<file path="config.mk">
export PLATFORM = sky130hd
export DESIGN_NAME = axis_rx_chk_pattern
export DESIGN_NICKNAME = d
export VERILOG_FILES = /design/src/rtl/axis_rx_chk_pkg.sv /design/src/rtl/axis_rx_chk_pattern.sv
export SDC_FILE = /design/constraint.sdc
export NUM_CORES = 1
export LEC_CHECK = 0
export CORE_AREA = 4 4 259 261
export DETAILED_ROUTE_END_ITERATION = 10
export DIE_AREA = 0 0 263 265
export PLACE_DENSITY = 0.41
export SYNTH_ARGS = -nofsm -noshare
export SYNTH_HDL_FRONTEND = slang
export SYNTH_SLANG_ARGS = --single-unit
</file>
<file path="constraint.sdc">
create_clock -name vclk -period 2.5
set_clock_uncertainty 0.05 [all_clocks]
set_input_delay 0.5 -clock vclk [all_inputs]
set_output_delay 0.5 -clock vclk [all_outputs]
set_load 0.05 [all_outputs]
</file>
<file path="src/rtl/axis_rx_chk_pkg.sv">
// axis_rx_chk_pkg
// Shared definitions for the AXIS receive packet checker: default widths,
// the checker state enum and small helpers for tkeep analysis and for
// building the expected 32-bit lane word of the loopback test pattern.
// The tkeep helpers operate on a 64-bit vector. Narrower tkeep buses are
// zero-extended by the caller.
package axis_rx_chk_pkg;

  localparam int DATA_W_DEF = 512;
  localparam int KEEP_W_DEF = 64;
  localparam int USER_W_DEF = 1;
  localparam int KEEP_W_MAX = 64;
  localparam int SEQ_W      = 16;
  localparam int BEAT_IDX_W = 12;
  localparam int LANE_IDX_W = 4;

  typedef enum logic [1:0] {
    IDLE,
    SKIP,
    ACTIVE,
    FINISH
  } chk_state_t;

  // Number of enabled bytes in one beat (0..64)
  function automatic logic [6:0] keep_popcount(input logic [KEEP_W_MAX-1:0] keep);
    logic [6:0] n;
    n = '0;
    for (int i = 0; i < KEEP_W_MAX; i++) begin
      n = n + {6'd0, keep[i]};
    end
    return n;
  endfunction

  // True when keep is of the form 2^k-1 with k >= 1 (low bytes only, no holes)
  function automatic logic keep_is_contiguous(input logic [KEEP_W_MAX-1:0] keep);
    return (keep != '0) && ((keep & (keep + KEEP_W_MAX'(1))) == '0);
  endfunction

  // Pattern word carried by lane 'lane' of beat 'beat' in packet 'seq'
  function automatic logic [31:0] expected_lane(input logic [SEQ_W-1:0]      seq,
                                                input logic [BEAT_IDX_W-1:0] beat,
                                                input logic [LANE_IDX_W-1:0] lane);
    return {seq, beat, lane};
  endfunction

endpackage

</file>
<file path="src/rtl/axis_rx_chk_pattern.sv">
// axis_rx_chk_pattern
// Combinational comparison of one AXIS beat against the loopback test pattern.
// Ports:
//   seq        in   expected packet sequence number
//   beat_idx   in   index of this beat inside the packet
//   tdata      in   received beat data
//   tkeep      in   received byte enables
//   byte_match out  1 per byte that matches or is not enabled
module axis_rx_chk_pattern
  import axis_rx_chk_pkg::*;
#(
  parameter int DATA_WIDTH = DATA_W_DEF,
  parameter int KEEP_WIDTH = DATA_WIDTH / 8
) (
  input  logic [SEQ_W-1:0]      seq,
  input  logic [BEAT_IDX_W-1:0] beat_idx,
  input  logic [DATA_WIDTH-1:0] tdata,
  input  logic [KEEP_WIDTH-1:0] tkeep,
  output logic [KEEP_WIDTH-1:0] byte_match
);

  localparam int LANES = DATA_WIDTH / 32;

  // Disabled bytes are forced to match so only kept bytes can raise an error
  for (genvar l = 0; l < LANES; l++) begin : g_lane
    logic [31:0] exp_word;
    assign exp_word = expected_lane(seq, beat_idx, LANE_IDX_W'(l));
    for (genvar b = 0; b < 4; b++) begin : g_byte
      assign byte_match[4*l+b] = ~tkeep[4*l+b] |
                                 (tdata[32*l+8*b +: 8] == exp_word[8*b +: 8]);
    end
  end

endmodule

</file>
Word-level counts from Yosys, hierarchy flattened:

Index checks and enable logic that the tools add are counted.

* logic and storage cells: 192
* bits of input ports: 604
* output and inout bits: 64
* register bits after elaboration: 0

* bitwise gates (word level): 128
* equal/unequal tests: 64

Operator list (number)
* equality test 8 bit: 64
* inverter 1 bit: 64
* OR 1 bit: 64

Depth between registers and ports, before layout:

* depth in word-level cells: 2
* depth in mapped cells: 5
* gate-level depth less buffers: 3

Worst setup path before layout:

No wires, ideal clock.

* path type: input -> output
* start point: input port beat_idx[3]
* end point: output port byte_match[0]
* buffers on the path: 2
* stages: 4
* required time: 1.950 ns
* data arrival time: 2.610 ns
* slack: -0.660 ns
* path through: buf_2 > buf_4 > xor2_1 > o41ai_1

* longest elaborated chain between the ends: 2

Ends and longest elaborated chain
* start, declared: RTL line axis_rx_chk_pattern.sv:16 `input logic [BEAT_IDX_W-1:0] beat_idx,`
* equality test 8 bit: RTL line axis_rx_chk_pattern.sv:30 `(tdata[32*l+8*b +: 8] == exp_word[8*b +: 8]);`
* OR 1 bit: RTL line axis_rx_chk_pattern.sv:29 `assign byte_match[4*l+b] = ~tkeep[4*l+b] |`
* end, declared: RTL line axis_rx_chk_pattern.sv:19 `output logic [KEEP_WIDTH-1:0] byte_match`

No other way between the ends.

Worst setup path in the final report:

* start point: input port seq[2]
* end point: output port byte_match[22]

* longest elaborated chain between the ends: 2

Ends and longest elaborated chain
* start, declared: RTL line axis_rx_chk_pattern.sv:15 `input logic [SEQ_W-1:0] seq,`
* equality test 8 bit: RTL line axis_rx_chk_pattern.sv:30
* OR 1 bit: RTL line axis_rx_chk_pattern.sv:29

No other way between the ends.

==> run metrics <==
largest stage delay on the critical path 310 ps; final estimated routing congestion in global placement between 0.9 and 1; FF+latch count 0; CP Buf/Inv Count 4; first-pass GRT wire length 63700 microns; warning count from the yosys run 0; area added between synthesis and finish 180%; fraction of synthesized cell area taken by the top area cell type 64.0%; final critical path time including I/O delays and setup around 2500 ps; final-report setup violation count 0; Pre-antenna DRT Iters 4; max-cap viol count 0; Die X-Extent about 260 microns; via count 7954; sequential cell area 0 sq um; area of the die 69700 sq um; Distinct cells, synth 22; proportion of power drawn by flip-flops and latches 0%; Final period util 98.5%; standard cell core area 64500 sq um; Avg Cell Area, Syn 7.98 sq um; Min Hold Slack 1520 ps; commonest non-fill, non-tap cell in the layout sky130_fd_sc_hd__clkdlybuf4s50_1; final hold vios 0; Tightest Pin Transition 370 ps; clock buffer count in the final layout 0; total half-perimeter wirelength after legalization and detailed placement 42200 microns; placement row count 93; Critical Path RT 1950 ps; count of antenna-violating nets left after detailed routing 0; cell at the slowest stage of the critical path sky130_fd_sc_hd__nand4_1; initial antenna violation count 12; Combinational Power Share 100.0%; startpoint kind of the worst setup timing path primary input; Pwr Density 185 nW/um^2; worst-path cell chain dlygate4sd2_1, buf_6, xnor2_1, nand4_1, o21ai_1, buf_4, buf_12; routed wirelength normalized by instance count 20.2 microns; top cell family by delay on the critical path buffers and inverters; total of buffers placed on input and output ports about 670; sequential cell area fraction in the yosys report 0%; detailed-route DRC error count 0; setup repair after global routing missed its margin no; result of the run finished, final reports clean; crit path DAT around 1900 ps; gate count after technology mapping 696; pin count of the biggest net entering global routing 17; most frequent cells in the layout sky130_fd_sc_hd__clkdlybuf4s50_1 (559), sky130_fd_sc_hd__xnor2_1 (399), sky130_fd_sc_hd__nand4_1 (99), sky130_fd_sc_hd__buf_12 (97), sky130_fd_sc_hd__buf_4 (81); fraction of final layout cells with drive strength greater than 1 approximately 18%; highest-utilization routing layer at the global route stage met2; routed via count divided by cell count 3.46; final-layout fill cell count 7021; total area of multi-input combinational cells 5550 sq um; number of placed I/O pins 668; global routing usage on met1 13.0%; number of max-slew violations in the final report 0; overall track demand over capacity in global routing roughly 12%; Clk network pwr share 0%; Net Sw Frac 38.2%; initial core utilization 8.62%; number of global-route vias before repair around 8800; global route total overflow 0; crit path setup slack, layout ~38 ps; classification of the worst-slack hold path primary input to output port; peak fanout along the critical path 6; met2 demand-to-capacity share in global routing 23.9%; mapped cell area 5550 sq um; Die Span Y 265 microns; drt initial violations 274; number of nets in the synthesized netlist 1300; cell types with the largest area share after synthesis sky130_fd_sc_hd__xnor2_1 (64%), sky130_fd_sc_hd__nand4_1 (11%), sky130_fd_sc_hd__xor2_1 (6.0%); switching power summed over all nets 1100 uW; Peak supply drop 81.0 uV; nets@finish 2047; cell-internal power 1780 uW; cell leakage power roughly 0.0054 uW; achievable clock frequency 406 MHz; total length of routed wires 46500 microns; Slew HR 75.3%; Post-Place Setup Slack -382 ps; Post-Route Setup TNS 0 ps; grt met3 use 3.61%; Critical Path Sink Type output port; Crit Path Category primary input to output port; largest area contributor in the netlist sky130_fd_sc_hd__xnor2_1
==> synthesized netlist by cell type <==
| library cell | number |
|---|---|
| sky130_fd_sc_hd__nor4bb_1 | 2 |
| sky130_fd_sc_hd__o31ai_1 | 5 |
| sky130_fd_sc_hd__nor4b_1 | 2 |
| sky130_fd_sc_hd__nand3_1 | 5 |
| sky130_fd_sc_hd__xnor2_2 | 4 |
| sky130_fd_sc_hd__xor2_1 | 38 |
| sky130_fd_sc_hd__o41ai_1 | 6 |
| sky130_fd_sc_hd__nor4b_2 | 2 |
| sky130_fd_sc_hd__o21ai_1 | 31 |
| sky130_fd_sc_hd__and4bb_2 | 2 |
| sky130_fd_sc_hd__xnor2_1 | 406 |
| sky130_fd_sc_hd__buf_4 | 22 |
| sky130_fd_sc_hd__o21ai_0 | 17 |
| sky130_fd_sc_hd__buf_12 | 1 |
| sky130_fd_sc_hd__buf_2 | 30 |
| sky130_fd_sc_hd__nor2_1 | 2 |
| sky130_fd_sc_hd__nand2_1 | 9 |
| sky130_fd_sc_hd__o41ai_2 | 5 |
| sky130_fd_sc_hd__nor4_1 | 1 |
| sky130_fd_sc_hd__buf_6 | 3 |
| sky130_fd_sc_hd__nand4b_1 | 4 |
| sky130_fd_sc_hd__nand4_1 | 99 |
==> path summary, 6_finish.rpt <==
path  startpoint        endpoint  slack [ps]  cells after the start
min   tdata[256]  byte_match[32]        1520                      6
max       seq[2]  byte_match[22]          40                      7
==> layer usage <==
| layer | routed length [microns] | part of all wire (%) | vias to the layer above |
|---|---|---|---|
| met3 | 3980 | 8.6 | 42 |
| met4 | 1080 | 2.3 | 6 |
| met5 | 31 | 0.067 | - |
| met2 | 24900 | 53 | 429 |
| met1 | 16600 | 36 | 3617 |
| li1 | - | - | 3860 |
==> through the flow <==
| step | utilization [%] | instance area, sq um | cells | power [uW] |
|---|---|---|---|---|
| floorplan | - | 5680 | 696 | 1120 |
| global route | 24.1 | 15500 | 2299 | 3040 |
| global placement | 23.1 | 14900 | 2268 | 2790 |
| finish | 24.1 | 15500 | 2301 | 2880 |
| CTS | 23.8 | 15300 | 2289 | 2890 |
| detailed placement | 23.1 | 14900 | 2268 | 2800 |
==> power groups by stage <==
stage               Combinational, uW  Sequential [uW]  Clock, uW
finish                           2880                0   0.000268
global route                     3040                0   0.000161
CTS                              2890                0          0
detailed placement               2800                0          0
global placement                 2790                0          0
floorplan                        1120                0          0
==> repair_timing <==
item | CTS | global route
setup endpoints to repair | 62 | 35
gates cloned | 3 | 3
pin swaps | 38 | 20
setup buffers | 18 | 4
hold buffers | 0 | 0
resized for setup | 83 | 25
==> cells by family after synthesis <==
group | synth area share (%)
compound gates | 7.41
simple gates | 14.8
xor+xnor | 71.2
buf+inv | 6.65
==> layout make-up <==
| type | count | share of cell area [%] |
|---|---|---|
| diodes | 5 | 0.0805 |
| repair buffers | 801 | 57.3 |
| well taps | 855 | 6.88 |
| multi-input cells | 640 | 35.7 |
Note: power is estimated with default switching activity, not from simulation.
